===== src/rtl/gpio_bus_ctrl.sv =====
// gpio_bus_ctrl
// -------------
// Sequencer between the CPU I/O request port and the dev-board GPIO block.
// A single-cycle request is turned into one GPIO read or write strobe,
// the registered GPI word is captured for reads, and completion is
// reported with a one-cycle IO_READY pulse. Two word addresses are mapped:
// GPIO_BASE (DIP switches, read-only) and GPIO_BASE+1 (LEDs). Any other
// address completes immediately with IO_ERR.
//
// Ports
//   CLK        in   system clock
//   RESET      in   asynchronous reset, active high
//   IO_REQ     in   request pulse, sampled only when idle
//   IO_WE      in   1 = write, 0 = read
//   IO_ADDR    in   [15:0] word address
//   IO_WDATA   in   [15:0] write data
//   IO_RDATA   out  [15:0] read data, valid with IO_READY, held afterwards
//   IO_READY   out  one-cycle completion pulse
//   IO_ERR     out  unmapped access, valid with IO_READY
//   IO_BUSY    out  high whenever a transaction is in progress
//   GPO        out  [15:0] write data to the GPIO block
//   RD_GPIO    out  read strobe to the GPIO block
//   WR_GPIO    out  write strobe to the GPIO block
//   ADDR_GPIO  out  register select, 0 = DIP switches, 1 = LEDs
//   GPI        in   [15:0] registered read word, follows ADDR_GPIO one cycle late
//
// state    | meaning
// ---------+-----------------------------------------------------------
// ST_IDLE  | waiting for IO_REQ
// ST_SETUP | ADDR_GPIO driven, RD_GPIO or WR_GPIO strobe high
// ST_WAIT  | read only: GPI now reflects the selected register
// ST_DONE  | IO_READY (and IO_ERR for unmapped addresses) high

module gpio_bus_ctrl #(
  parameter logic [15:0] GPIO_BASE = 16'h0000
) (
  input  logic        CLK,
  input  logic        RESET,
  input  logic        IO_REQ,
  input  logic        IO_WE,
  input  logic [15:0] IO_ADDR,
  input  logic [15:0] IO_WDATA,
  output logic [15:0] IO_RDATA,
  output logic        IO_READY,
  output logic        IO_ERR,
  output logic        IO_BUSY,
  output logic [15:0] GPO,
  output logic        RD_GPIO,
  output logic        WR_GPIO,
  output logic        ADDR_GPIO,
  input  logic [15:0] GPI
);

  typedef enum logic [1:0] {
    ST_IDLE  = 2'd0,
    ST_SETUP = 2'd1,
    ST_WAIT  = 2'd2,
    ST_DONE  = 2'd3
  } state_t;

  state_t state;
  logic   we_q;

  // 16-bit sum so GPIO_BASE = 16'hFFFF maps the LED register to 16'h0000.
  logic [15:0] led_addr;
  logic        hit_dip;
  logic        hit_led;

  assign led_addr = GPIO_BASE + 16'd1;
  assign hit_dip  = (IO_ADDR == GPIO_BASE);
  assign hit_led  = (IO_ADDR == led_addr);

  // Outputs are registered from the state being entered, so the strobes of
  // SETUP are loaded on the edge that leaves IDLE, and so on.
  always_ff @(posedge CLK or posedge RESET) begin
    if (RESET) begin
      state     <= ST_IDLE;
      we_q      <= 1'b0;
      IO_RDATA  <= 16'h0000;
      IO_READY  <= 1'b0;
      IO_ERR    <= 1'b0;
      IO_BUSY   <= 1'b0;
      GPO       <= 16'h0000;
      RD_GPIO   <= 1'b0;
      WR_GPIO   <= 1'b0;
      ADDR_GPIO <= 1'b0;
    end else begin
      // Pulses default low; ADDR_GPIO, GPO and IO_RDATA hold.
      IO_READY <= 1'b0;
      IO_ERR   <= 1'b0;
      RD_GPIO  <= 1'b0;
      WR_GPIO  <= 1'b0;

      case (state)
        ST_IDLE: begin
          if (IO_REQ) begin
            we_q    <= IO_WE;
            IO_BUSY <= 1'b1;
            if (hit_dip || hit_led) begin
              state     <= ST_SETUP;
              ADDR_GPIO <= hit_led;
              RD_GPIO   <= ~IO_WE;
              // DIP register is read-only: a write to it strobes nothing.
              if (IO_WE && hit_led) begin
                WR_GPIO <= 1'b1;
                GPO     <= IO_WDATA;
              end
            end else begin
              state    <= ST_DONE;
              IO_READY <= 1'b1;
              IO_ERR   <= 1'b1;
              IO_RDATA <= 16'h0000;
            end
          end
        end

        ST_SETUP: begin
          if (we_q) begin
            state    <= ST_DONE;
            IO_READY <= 1'b1;
            IO_RDATA <= 16'h0000;
          end else begin
            state <= ST_WAIT;
          end
        end

        ST_WAIT: begin
          // GPI was reloaded on the SETUP edge with the newly selected register.
          state    <= ST_DONE;
          IO_RDATA <= GPI;
          IO_READY <= 1'b1;
        end

        ST_DONE: begin
          state   <= ST_IDLE;
          IO_BUSY <= 1'b0;
        end

        default: begin
          state   <= ST_IDLE;
          IO_BUSY <= 1'b0;
        end
      endcase
    end
  end

endmodule

===== config.mk =====
export PLATFORM = sky130hd
export DESIGN_NAME = gpio_bus_ctrl
export DESIGN_NICKNAME = d
export VERILOG_FILES = /design/src/rtl/gpio_bus_ctrl.sv
export SDC_FILE = /design/constraint.sdc
export NUM_CORES = 1
export LEC_CHECK = 0
export CORE_MARGIN = 10
export CORE_UTILIZATION = 37
export CTS_BUF_LIST = sky130_fd_sc_hd__clkbuf_8
export CTS_CLUSTER_DIAMETER = 30
export DETAILED_ROUTE_END_ITERATION = 8
export PLACE_DENSITY = 0.82
export SETUP_SLACK_MARGIN = 0.05
export SLEW_MARGIN = 10
export SYNTH_ARGS = -nofsm -noshare
export SYNTH_HDL_FRONTEND = slang
export SYNTH_SLANG_ARGS = --single-unit

===== constraint.sdc =====
create_clock -name CLK -period 1.9 [get_ports CLK]
set_input_delay 0.38 -clock CLK [delete_from_list [all_inputs] [get_ports CLK]]
set_output_delay 0.38 -clock CLK [all_outputs]
set_load 0.005 [all_outputs]

==> run summary <==
Worst-path clk slew - 80 ps
Number of nets still failing antenna checks after routing - 0
Combined flip-flop and latch cell area - 1030 um2
Part of the total power dissipated in the clock network - 17.7%
Share of synthesized area occupied by flip-flops and latches - 56.0%
Most used standard cells in the synthesized netlist - 41 x sky130_fd_sc_hd__dfrtp_1, 22 x sky130_fd_sc_hd__inv_1, 20 x sky130_fd_sc_hd__nand2_1
Footprint of the multi-input gates - 754 um2
Run status - finished, final reports clean
Synth warnings - 0
Final setup viols - 0
Total Nets Final - 308
Post-route cell area - 3100 um2
Unrepaired setup endpoints after global routing - no
Number of hold-repair buffers added at the cts stage - 0
Switch share - 31.5%
Number of antenna violations at the first check in global routing - 0
Overall die area - 8170 um2
Diode count - 0
Switching pwr - 1.02 mW
Kind of path behind the tightest hold check - in -> async
DR DRC count - 0
Part of the total power dissipated in sequential elements - 34.2%
Final clock period utilization by the worst path - 92.4%
Top cell family by delay on the critical path - simple AND/OR/NAND/NOR gates
DRC violation total after the first TritonRoute iteration - 34
Drt wl/cell - 16.0 um
Root buffer cell - sky130_fd_sc_hd__clkbuf_8
Pre-CTS setup slack - -346 ps
Floorplan die height - 90.4 um
Sinks on the clock net - 41
Data required time at the worst endpoint - 2070 ps
Relative contribution of combinational cells to total power - 48.1%
GPL Wtd Cong - 0.758
Global-route wire length before repair - 8270 um
Top cells by area in the synthesized netlist - sky130_fd_sc_hd__dfrtp_1 56%, sky130_fd_sc_hd__mux2i_1 9.8%, sky130_fd_sc_hd__mux2_4 7.4%, sky130_fd_sc_hd__mux2_2 5.5%, sky130_fd_sc_hd__inv_1 4.5%
Count of state elements after synthesis - 41
Global Route Usage Sum - 12.3%
Via count of the first global-routing pass - 1,617
Hold Worst Slack - 432 ps
Clock network latency to the later pin of the worst-skew pair - 280 ps
Upper clock frequency limit - 570 MHz
Share of the synthesized area in the top cell type - 56.0%
Worst Path Arrival - 1930 ps
Syn_area_per_cell - 12.6 um2
Die span in x - 90.4 um
First drt pass iteration count - 4
Final Critical Period - 1760 ps
Cell variety after synth - 23
Most common flop cell mapped by yosys - sky130_fd_sc_hd__dfrtp_1
Cell type with the highest aggregate area in the netlist - sky130_fd_sc_hd__dfrtp_1
Detailed-placement wirelength estimate - 3890 um
Fraction of synthesized cell area in xor and xnor cells - 0%
Adder and majority cell fraction of the synthesized area - 2.73%
Sum of negative setup slack - 0 ps
Number of flops mapped to enable cells by yosys - 0
Starting density of the core - 38.6%
Simple-Gate Fraction of Synth Area - 9.83%
Max-slew violation count - 0
Pleak - 1.48 nW
Slew HR - 82.4%
Number of fill cells - 379
Max Cap Viol - 0
Multiplexer share of the synthesized area - 22.7%
Standard cell core area - 4750 um2
Critical Path Sink Type - flip-flop
Synthesized-area fraction occupied by ao, oa, aoi and oai cells - 2.05%
Port-buffer cells - 89
I/O pins - 90
Final Worst Setup Slack - 145 ps
Cells along the critical path - dlygate4sd2_1 -> nor4_4 -> nand4_2 -> nor3_4 -> buf_6 -> mux2_4
Share of cells above drive strength 1 - 19.4%
Maximum number of pins on one net before global-route repair - 42
Post-synthesis instance area - 1830 um2
Setup crit start kind - primary input
Max IR drop VDD - 0.628 mV
Post-placement cell area - 2840 um2
Cell-internal power - 2.22 mW
Cell type of the slowest stage on the worst timing path - sky130_fd_sc_hd__nor4_4
Largest family of logic cells by synthesized area - multiplexers
Crit Path Max Fanout - 7
Final Skew - 6.91 ps
Inserted Clock Buffers - 5
Proportion of synthesized flip-flops having asynchronous set or reset - 100%
Transition time at the pin with the least slew margin - 261 ps
Library cell with the highest instance count after synthesis - sky130_fd_sc_hd__dfrtp_1
H-tree Lvls - 2
Grt ovf - 0
Area growth from synthesis to layout - 69.4%
Number of buffer and inverter stages on the critical path - 2
Syn Inst Count - 146
Post-DR vias/cell - 4.45
CTS tree - yes
Power Dens Cells - 1040 nW/um2
Number of hold-slack violations in the final timing report - 0
Type of the setup path with the least slack - in -> reg
Biggest cell delay along the critical path - 320 ps
Overall routed net length - 5120 um
Number of rows in the core area - 25
Routed via count - 1,419
Max Buffers Root-to-Sink - 2
Post-synthesis net count - 202
==> state kept, by name, summed over array words and instances (netlist names) <==
signal     flops
ADDR_GPIO      1
GPO           16
IO_BUSY        1
IO_ERR         1
IO_RDATA      16
IO_READY       1
RD_GPIO        1
WR_GPIO        1
state          2
we_q           1
==> power groups by stage <==
stage          sequential, mW  clock, mW  combinational, mW
2_1_floorplan            1.13          0              0.734
3_3_place_gp             1.12          0               1.23
3_5_place_dp             1.13          0               1.26
4_1_cts                  1.11      0.587               1.51
5_1_grt                  1.12      0.626               1.71
6_report                 1.11      0.573               1.56
==> final timing paths <==
| kind | slack (ps) | from | end | cells after the start |
|---|---|---|---|---|
| hold reg to reg | 510 | ADDR_GPIO | ADDR_GPIO | 1 |
| min in group CLK | 510 | ADDR_GPIO | ADDR_GPIO | 1 |
| setup / recovery | 140 | IO_ADDR[4] | GPO[9] | 6 |
| setup reg to reg | 170 | state[0] | IO_RDATA[2] | 6 |
| hold / removal | 430 | RESET | IO_RDATA[11] | 3 |
| max in group asynchronous | 1260 | RESET | IO_RDATA[2] | 3 |
==> cells by family (layout without fill, tap and decap cells) <==
group / Yosys count / after routing
AOI/OAI and AO/OA: 6 / 6
adders and majority gates: 4 / 4
buffers and inverters: 27 / 133
DFF: 41 / 41
muxes: 36 / 36
and+or+nand+nor: 32 / 32
==> routing by layer <==
layer | track usage [%] | part of all wire (%) | vias to the layer above | routed length, um
met3 | 5.40 | 6.6 | 2 | 336
met5 | 0 | 0 | - | 0
li1 | - | - | 691 | -
met1 | 12.7 | 39 | 687 | 2000
met2 | 22.4 | 54 | 39 | 2770
met4 | 2.79 | 0.29 | 0 | 15
==> area by class of cell <==
type	instances	share of cell area (%)
multi-input combinational	78	24.3
clock inverter	1	0.242
clock buffer	6	2.66
tap	67	2.70
inverter	22	2.66
timing repair buffer	104	34.4
sequential	41	33.1
==> repair_timing <==
item / CTS / global route
gates resized for setup: 14 / 20
pin swaps: 0 / 7
hold endpoints to repair: 0 / 0
setup endpoints to repair: 20 / 33
gates cloned: 1 / 0
buffers inserted: 6 / 2
==> cells in the final DEF, fill, tap and decap left out <==
cell type,synthesis,routed
sky130_fd_sc_hd__a21o_1,1,1
sky130_fd_sc_hd__a21oi_1,2,2
sky130_fd_sc_hd__a222oi_1,1,1
sky130_fd_sc_hd__and4_2,1,1
sky130_fd_sc_hd__buf_12,1,3
sky130_fd_sc_hd__buf_4,1,9
sky130_fd_sc_hd__buf_6,0,3
sky130_fd_sc_hd__clkbuf_8,0,6
sky130_fd_sc_hd__clkdlybuf4s50_1,0,74
sky130_fd_sc_hd__clkinv_1,0,1
sky130_fd_sc_hd__clkinvlp_4,0,1
sky130_fd_sc_hd__dfrtp_1,41,41
sky130_fd_sc_hd__dlygate4sd2_1,0,6
sky130_fd_sc_hd__dlymetal6s2s_1,0,9
sky130_fd_sc_hd__ha_1,4,3
sky130_fd_sc_hd__ha_4,0,1
sky130_fd_sc_hd__inv_1,22,20
sky130_fd_sc_hd__inv_2,0,1
sky130_fd_sc_hd__mux2_2,9,2
sky130_fd_sc_hd__mux2_4,9,16
sky130_fd_sc_hd__mux2i_1,18,18
sky130_fd_sc_hd__nand2_1,20,20
sky130_fd_sc_hd__nand2b_1,1,1
sky130_fd_sc_hd__nand3_1,1,1
sky130_fd_sc_hd__nand4_2,1,1
sky130_fd_sc_hd__nor2_1,2,2
sky130_fd_sc_hd__nor3_1,2,1
sky130_fd_sc_hd__nor3_2,0,1
sky130_fd_sc_hd__nor3_4,1,1
sky130_fd_sc_hd__nor4_4,0,3
sky130_fd_sc_hd__o21ai_0,2,2
==> per-stage QoR <==
step | instances | power (mW) | util, %
finish | 319 | 3.24 | 65.3
global route | 319 | 3.46 | 65.3
CTS | 319 | 3.21 | 64.1
detailed placement | 305 | 2.39 | 59.8
global placement | 305 | 2.35 | 59.8
floorplan | 146 | 1.87 | -
==> tightest hold or removal path, cell delays in order <==
cell and delay [ps]:
sky130_fd_sc_hd__clkdlybuf4s50_1 410, sky130_fd_sc_hd__clkinv_1 70, sky130_fd_sc_hd__buf_12 230
Power figures use the tool's default switching activity.
